## config.mk

```make
export PLATFORM = sky130hd
export DESIGN_NAME = uart_rx_oversampled
export DESIGN_NICKNAME = d
export VERILOG_FILES = /design/src/rtl/uart_rx_oversampled.sv
export SDC_FILE = /design/constraint.sdc
export NUM_CORES = 1
export LEC_CHECK = 0
export CAP_MARGIN = 20
export CORE_MARGIN = 2
export CORE_UTILIZATION = 50
export CTS_CLUSTER_SIZE = 28
export DETAILED_ROUTE_END_ITERATION = 6
export GPL_TIMING_DRIVEN = 0
export PLACE_DENSITY = 0.73
export SETUP_SLACK_MARGIN = 0.4
export SLEW_MARGIN = 15
export SYNTH_ARGS = -nofsm -noshare
export SYNTH_HDL_FRONTEND = slang
export SYNTH_SLANG_ARGS = --single-unit
```

## constraint.sdc

```tcl
create_clock -name clk_i -period 3.5 [get_ports clk_i]
set_input_delay 0.525 -clock clk_i [delete_from_list [all_inputs] [get_ports clk_i]]
set_output_delay 0.525 -clock clk_i [all_outputs]
set_load 0.05 [all_outputs]
```

## src/rtl/uart_rx_oversampled.sv

```systemverilog
// uart_rx_oversampled: oversampling UART receiver with CDC synchronizer, optional parity and error pulses
module uart_rx_oversampled #(
   parameter int INPUT_DATA_WIDTH           = 8,
   parameter int PARITY_ENABLED             = 1,
   parameter int PARITY_TYPE                = 0,
   parameter int CLOCKS_PER_BIT             = 8,
   parameter int NUMBER_OF_RX_SYNCHRONIZERS = 3
) (
   input  logic                        clk_i,
   input  logic                        rst_ni,
   input  logic                        serial_in_i,
   output logic [INPUT_DATA_WIDTH-1:0] received_data_o,
   output logic                        data_is_valid_o,
   output logic                        parity_error_o,
   output logic                        framing_error_o,
   output logic                        rx_error_o,
   output logic                        rx_busy_o
);
   localparam int W  = INPUT_DATA_WIDTH;
   localparam int NS = NUMBER_OF_RX_SYNCHRONIZERS;
   localparam int CW = $clog2(CLOCKS_PER_BIT);
   localparam int BW = $clog2(W + 1);
   typedef enum logic [2:0] {IDLE, START, DATA, PARITY, STOP} state_t;
   state_t         state_q, state_d;
   logic [NS-1:0]  sync_q;
   logic [CW-1:0]  cnt_q, cnt_d;
   logic [BW-1:0]  bit_q, bit_d;
   logic [W-1:0]   shift_q, shift_d, data_q, data_d;
   logic           perr_q, perr_d, armed_q, armed_d;
   logic           valid_q, valid_d, pe_q, pe_d, fe_q, fe_d, re_q, re_d, busy_q, busy_d;
   logic           rx_s, mid, last;
   assign rx_s = sync_q[NS-1];
   assign mid  = cnt_q == CW'(CLOCKS_PER_BIT / 2 - 1);
   assign last = cnt_q == CW'(CLOCKS_PER_BIT - 1);
   assign received_data_o = data_q;
   assign data_is_valid_o = valid_q;
   assign parity_error_o  = pe_q;
   assign framing_error_o = fe_q;
   assign rx_error_o      = re_q;
   assign rx_busy_o       = busy_q;
   // shift the asynchronous line through the synchronizer chain; stages idle high
   always_ff @(posedge clk_i or negedge rst_ni)
      if (!rst_ni) sync_q <= '1;
      else         sync_q <= {sync_q[NS-2:0], serial_in_i};
   // FSM, counters, shift register and registered outputs
   always_ff @(posedge clk_i or negedge rst_ni)
      if (!rst_ni) begin
         state_q <= IDLE;
         cnt_q   <= '0;
         bit_q   <= '0;
         shift_q <= '0;
         data_q  <= '0;
         perr_q  <= 1'b0;
         armed_q <= 1'b0;
         valid_q <= 1'b0;
         pe_q    <= 1'b0;
         fe_q    <= 1'b0;
         re_q    <= 1'b0;
         busy_q  <= 1'b0;
      end else begin
         state_q <= state_d;
         cnt_q   <= cnt_d;
         bit_q   <= bit_d;
         shift_q <= shift_d;
         data_q  <= data_d;
         perr_q  <= perr_d;
         armed_q <= armed_d;
         valid_q <= valid_d;
         pe_q    <= pe_d;
         fe_q    <= fe_d;
         re_q    <= re_d;
         busy_q  <= busy_d;
      end
   // next state: mid-bit sampling per state; the stop sample decides the frame outcome
   always_comb begin
      state_d = state_q;
      cnt_d   = cnt_q + CW'(1);
      bit_d   = bit_q;
      shift_d = shift_q;
      data_d  = data_q;
      perr_d  = perr_q;
      armed_d = armed_q;
      valid_d = 1'b0;
      pe_d    = 1'b0;
      fe_d    = 1'b0;
      case (state_q)
         IDLE: begin
            cnt_d = '0;
            if (rx_s) armed_d = 1'b1;
            else if (armed_q) begin
               state_d = START;
               bit_d   = '0;
               perr_d  = 1'b0;
            end
         end
         START: if (mid) begin
            cnt_d   = '0;
            state_d = rx_s ? IDLE : DATA;
         end
         DATA: if (last) begin
            cnt_d   = '0;
            shift_d = {rx_s, shift_q[W-1:1]};
            bit_d   = bit_q + BW'(1);
            if (bit_q == BW'(W - 1)) state_d = PARITY_ENABLED != 0 ? PARITY : STOP;
         end
         PARITY: if (last) begin
            cnt_d   = '0;
            perr_d  = rx_s != ((^shift_q) ^ 1'(PARITY_TYPE));
            state_d = STOP;
         end
         STOP: if (last) begin
            cnt_d   = '0;
            state_d = IDLE;
            armed_d = rx_s;
            valid_d = rx_s & ~perr_q;
            pe_d    = perr_q;
            fe_d    = ~rx_s;
            data_d  = valid_d ? shift_q : data_q;
         end
         default: state_d = IDLE;
      endcase
      re_d   = pe_d | fe_d;
      busy_d = state_d != IDLE;
   end
endmodule

```

# ---- Yosys cells after proc, flatten, opt, wreduce, memory -nomap -nowiden
# Cells that the tools add are included.
dict set report totals {
  ff_bits 36
  input_bits 3
  out_inout_bits 13
  word_cells 74
}
dict set report classes {
  add_sub_neg 2
  eq_ne 14
  mux 29
  n_bitwise 4
  reduce_logical 12
}
# op count
set op_table {}
lappend op_table {{3-bit two-way mux} 9}
lappend op_table {{3-bit case mux with 5 select lines} 1}
lappend op_table {{4-bit two-way mux} 3}
lappend op_table {{2-bit inequality test, second input constant} 6}
lappend op_table {{1-bit two-way mux} 11}
lappend op_table {{3-bit by 2-bit == test with 1-bit output, second input constant} 3}
lappend op_table {{3-bit case mux with 3 select lines} 1}
lappend op_table {{4-bit case mux with 2 select lines} 1}
lappend op_table {{4-bit AND reduction} 2}
lappend op_table {{8-bit parity} 1}
lappend op_table {{3-bit == test, second input constant} 2}
lappend op_table {{3-bit AND reduction} 2}
lappend op_table {{2-bit nonzero test} 3}
lappend op_table {{4-bit by 1-bit adder with 4-bit output, second input constant} 1}
lappend op_table {{4-bit by 3-bit == test with 1-bit output, second input constant} 1}
lappend op_table {{1-bit case mux with 2 select lines} 2}
lappend op_table {{3-bit by 1-bit adder with 3-bit output, second input constant} 1}
lappend op_table {{3-bit by 1-bit == test with 1-bit output, second input constant} 1}
lappend op_table {{3-bit logical NOT} 1}
lappend op_table {{3-bit nonzero test} 1}
lappend op_table {{3-bit OR reduction} 1}
lappend op_table {{2-bit two-way mux} 1}
lappend op_table {{1-bit NOT} 2}
lappend op_table {{2-bit AND reduction} 1}
lappend op_table {{other kinds (3)} 3}

# ---- Longest topological paths before layout
dict set report logic_depth {
  depth_word 5
  mapped_depth 6
  mapped_depth_nobuf 6
}

# ---- Worst setup path after synthesis
# No wires, ideal clock.
dict set report synth_timing {
  path_kind {reg2reg}
  start {register cnt_q[0]}
  end {register data_q[0], in the netlist received_data_o[0]}
  setup_time_ns 0.125
  t_arrival_ns 1.793
  path_slack_ns 1.582
  path_stages_with_launch 7
  n_path_buf 1
  synth_period_minus_slack_ns 1.918
  cell_sequence {dfrtp_1 > ha_1 > ha_1 > nand2b_1 > or4b_4 > buf_6 > mux2_4}
}
dict set report synth_between {
  elab_chain_cells 2
}
# item line_no
set synth_lines {}
lappend synth_lines {{start: declaration} 26} ;# logic [CW-1:0] cnt_q, cnt_d;
lappend synth_lines {{start signal: assignment} 62} ;# cnt_q <= cnt_d;
lappend synth_lines {{3-bit == test} 34} ;# assign last = cnt_q == CW'(CLOCKS_PER_BIT - 1);
lappend synth_lines {{3-bit AND reduction (no source line)} -}
lappend synth_lines {{end signal: assignment} 65} ;# data_q <= data_d;
lappend synth_lines {{end: declaration} 28} ;# logic [W-1:0] shift_q, shift_d, data_q, data_d;
# Every way passes these cells.
# A chain may end at the register's enable or synchronous reset.

# ---- Final worst setup path
dict set report layout_timing {
  start {register cnt_q[0]}
  end {register data_q[6], in the netlist received_data_o[6]}
}
# Same word-level chain as after synthesis.

==> results.md <==
* Status: complete, no violations
* Cell chain of the critical path: ha_1, ha_1, nand2b_1, or4b_4, buf_6, mux2_4
* Synth Warn # at 0
* Commonest non-fill, non-tap cells in the layout: dfrtp_1, clkdlybuf4s50_1, nand2_1
* Die width at 61.6 um
* Final setup violation count at 0
* Avg Inst Size Synth at 12.5 um^2
* Synth cell types at 31
* Share of Yosys cell area claimed by the top area cell type at 0.498
* Initial Util at 0.535
* GRT Overall Usage at 0.192
* Synth Register Bits at 36
* Combinational fraction of design power at 0.274
* TritonCTS Sinks at 36
* Layout area overhead at 15.6%
* # IOs at 16
* Net Sw Power at 329 uW
* CP arrival at 2.33 ns
* Total Power at 1.00 mW
* Cts repair resizes at 0
* Share of power burned in the clock network at 0.233
* 1st-pass router iterations at 4
* Largest cells by area after synthesis: dfrtp_1, mux2_4, mux2_2
* LEAKAGE at 0.924 nW
* Clock slew at reported path FFs at 0.10 ns
* Die Span Y at 61.6 um
* Req. time, crit path at 3.74 ns
* Vias in the first global route at 1082
* Fin worst setup slack at 1.41 ns
* Syn_nets at 142
* CTS tree: yes
* DP Area at 1860 um^2
* H-tree Lvls at 2
* Post-CTS setup buffers at 0
* Avg WL per Cell at 14.3 um
* Largest net degree at the start of global routing at 37
* # DRC at 0
* Leading cell type in the layout, fill and taps excluded: dfrtp_1
* Die area at 3800 um^2
* Pins Over Slew Limit at 0
* Dpl ws at 1.42 ns
* Worst min path class: in2async
* Internal power at 672 uW
* Critical path class: reg2reg
* Antenna violations before repair at 0
* Cts hold-fix bufs at 0
* Worst path max stage delay at 0.53 ns
* Vias per cell at 5.32
* Cell with the largest stage delay on the worst path: or4b_4
* Finished Cell Area at 1920 um^2
* Slew Limit Headroom at 0.492
* First-pass GRT wire length at 5070 um
* Top achievable clock speed at 0.478 GHz
* Clock Path Buffers at 2
* Most used cell, CP: ha_1
* Sequential fraction of the synthesis area at 0.545
* Mapped Area at 1660 um^2
* Critical path peak fanout at 9
* IO Port Bufs at 15
* Site Rows at 20
* Worst-skew pair later-pin latency at 0.35 ns
* Measured slew at the worst slew-check pin at 0.762 ns
* RSZ-0062 raised after global routing: false
* Fin Setup TNS at 0 ns
* Cells after synthesis at 133
* Routed Antenna Nets at 0
* Max_cap viols at 0
* Drt total wl at 2850 um
* DR iter-0 viols at 27
* Nets@finish at 164
* Register area at 905 um^2
* Startpoint Class: flop
* Inserted Diodes at 0
* Worst vdd ir at 281 uV
* Dpl hpwl at 2040 um
* Via count at 1063
* RD Place Congestion at 0.828
* Crit. End Element: flop
* Tcrit/Tclk final at 0.598
* Multi-input combinational cell area at 707 um^2
* Switching share of power at 0.329
* Grt ovf at 0
* PwrDens at 522 nW/um^2
* Post-synth top area cell: dfrtp_1
* Fill cells at 271
* Sequential power share at 0.494
* Min cycle time layout at 2.09 ns
* TritonCTS buffer count at 5
* Clock skew at 0.00572 ns
* Share of layout cells above drive strength 1 at 0.212
* Fin. Hold Viols at 0
* CTS Root Cell: clkbuf_4
* Core ar. at 3100 um^2
[metal layers]
metal	vias up	global-route usage	routed length (um)
li1	505	-	-
met1	535	0.246	1310
met2	17	0.295	1370
met3	6	0.0756	116
met4	0	0.0729	57
met5	-	0	0
[sequential cells by signal, summed over array words and instances, names as in the netlist]
register	flops
rx_error_o	1
data_is_valid_o	1
perr_q	1
received_data_o	8
state_q	3
parity_error_o	1
cnt_q	3
framing_error_o	1
armed_q	1
shift_q	8
rx_busy_o	1
bit_q	4
sync_q	3
[area by class of cell]
class | count | share of cell area
inverter | 4 | 0.00783
timing repair buffer | 15 | 0.0757
sequential | 36 | 0.472
clock buffer | 8 | 0.0307
multi-input combinational | 87 | 0.369
tap | 44 | 0.0287
buffer | 6 | 0.0170
[cells in the mapped netlist (all sizes together)]
master and instances:
nand3 2, nand4 1, and4bb 2, or4b 2, dfrtp 33, inv 4
ha 6, or3b 1, xnor3 1, nor2 8, o22ai 1, clkbuf 3
xor2 4, a21oi 6, o21a 1, mux2 17, o21ai 6, nand2b 3
a221o 1, nand3b 4, buf 3, a211oi 1, dfstp 3, xnor2 4
nand2 10, nor2b 2, nor3 4
[power by group through the flow]
stage | Sequential, mW | Combinational, mW | Clock (mW)
after floorplan | 0.512 | 0.189 | 0
after global placement | 0.501 | 0.265 | 0
after detailed placement | 0.503 | 0.272 | 0
after CTS | 0.495 | 0.271 | 0.238
after global routing | 0.503 | 0.311 | 0.255
final | 0.494 | 0.274 | 0.233
[cells by family after synthesis]
family | count (synthesis) | share of synthesized area
buffers and inverters | 10 | 0.0287
AND/OR/NAND/NOR | 39 | 0.137
AO/OA/AOI/OAI | 16 | 0.0551
adder cells (fa/ha/maj) | 6 | 0.0452
flip-flops | 36 | 0.545
multiplexers | 17 | 0.133
XOR/XNOR | 9 | 0.0558
[critical path, delay by kind of cell, from the launching register on]
kind,cells,cell delay (ns)
AND/OR/NAND/NOR,2,0.65
adder cells (fa/ha/maj),2,0.50
flip-flops,1,0.37
multiplexers,1,0.30
buffers and inverters,1,0.17
[path summary, 6_finish.rpt]
| path | start | endpoint | slack, ns | depth (start not counted) |
|---|---|---|---|---|
| worst max-delay path | cnt_q[0]$_DFF_PN0_ | received_data_o[6]$_DFFE_PN0P_ | 1.41 | 6 |
| worst min-delay path | rst_ni | received_data_o[3]$_DFFE_PN0P_ | 0.23 | 1 |
| worst max register to register | cnt_q[0]$_DFF_PN0_ | received_data_o[6]$_DFFE_PN0P_ | 1.41 | 6 |
| worst min register to register | sync_q[0]$_DFF_PN1_ | sync_q[1]$_DFF_PN1_ | 0.36 | 0 |
| max in group asynchronous | rst_ni | framing_error_o$_DFF_PN0_ | 2.78 | 1 |
| min in group clk_i | sync_q[0]$_DFF_PN1_ | sync_q[1]$_DFF_PN1_ | 0.36 | 0 |
[through the flow]
stage	util	hold slack, ns	instances
after floorplan	-	0.229	133
final	0.618	0.234	200
after global placement	0.601	0.346	192
after global routing	0.618	0.290	200
after CTS	0.618	0.265	200
after detailed placement	0.599	0.348	192
Note: power is estimated with default switching activity, not from simulation.
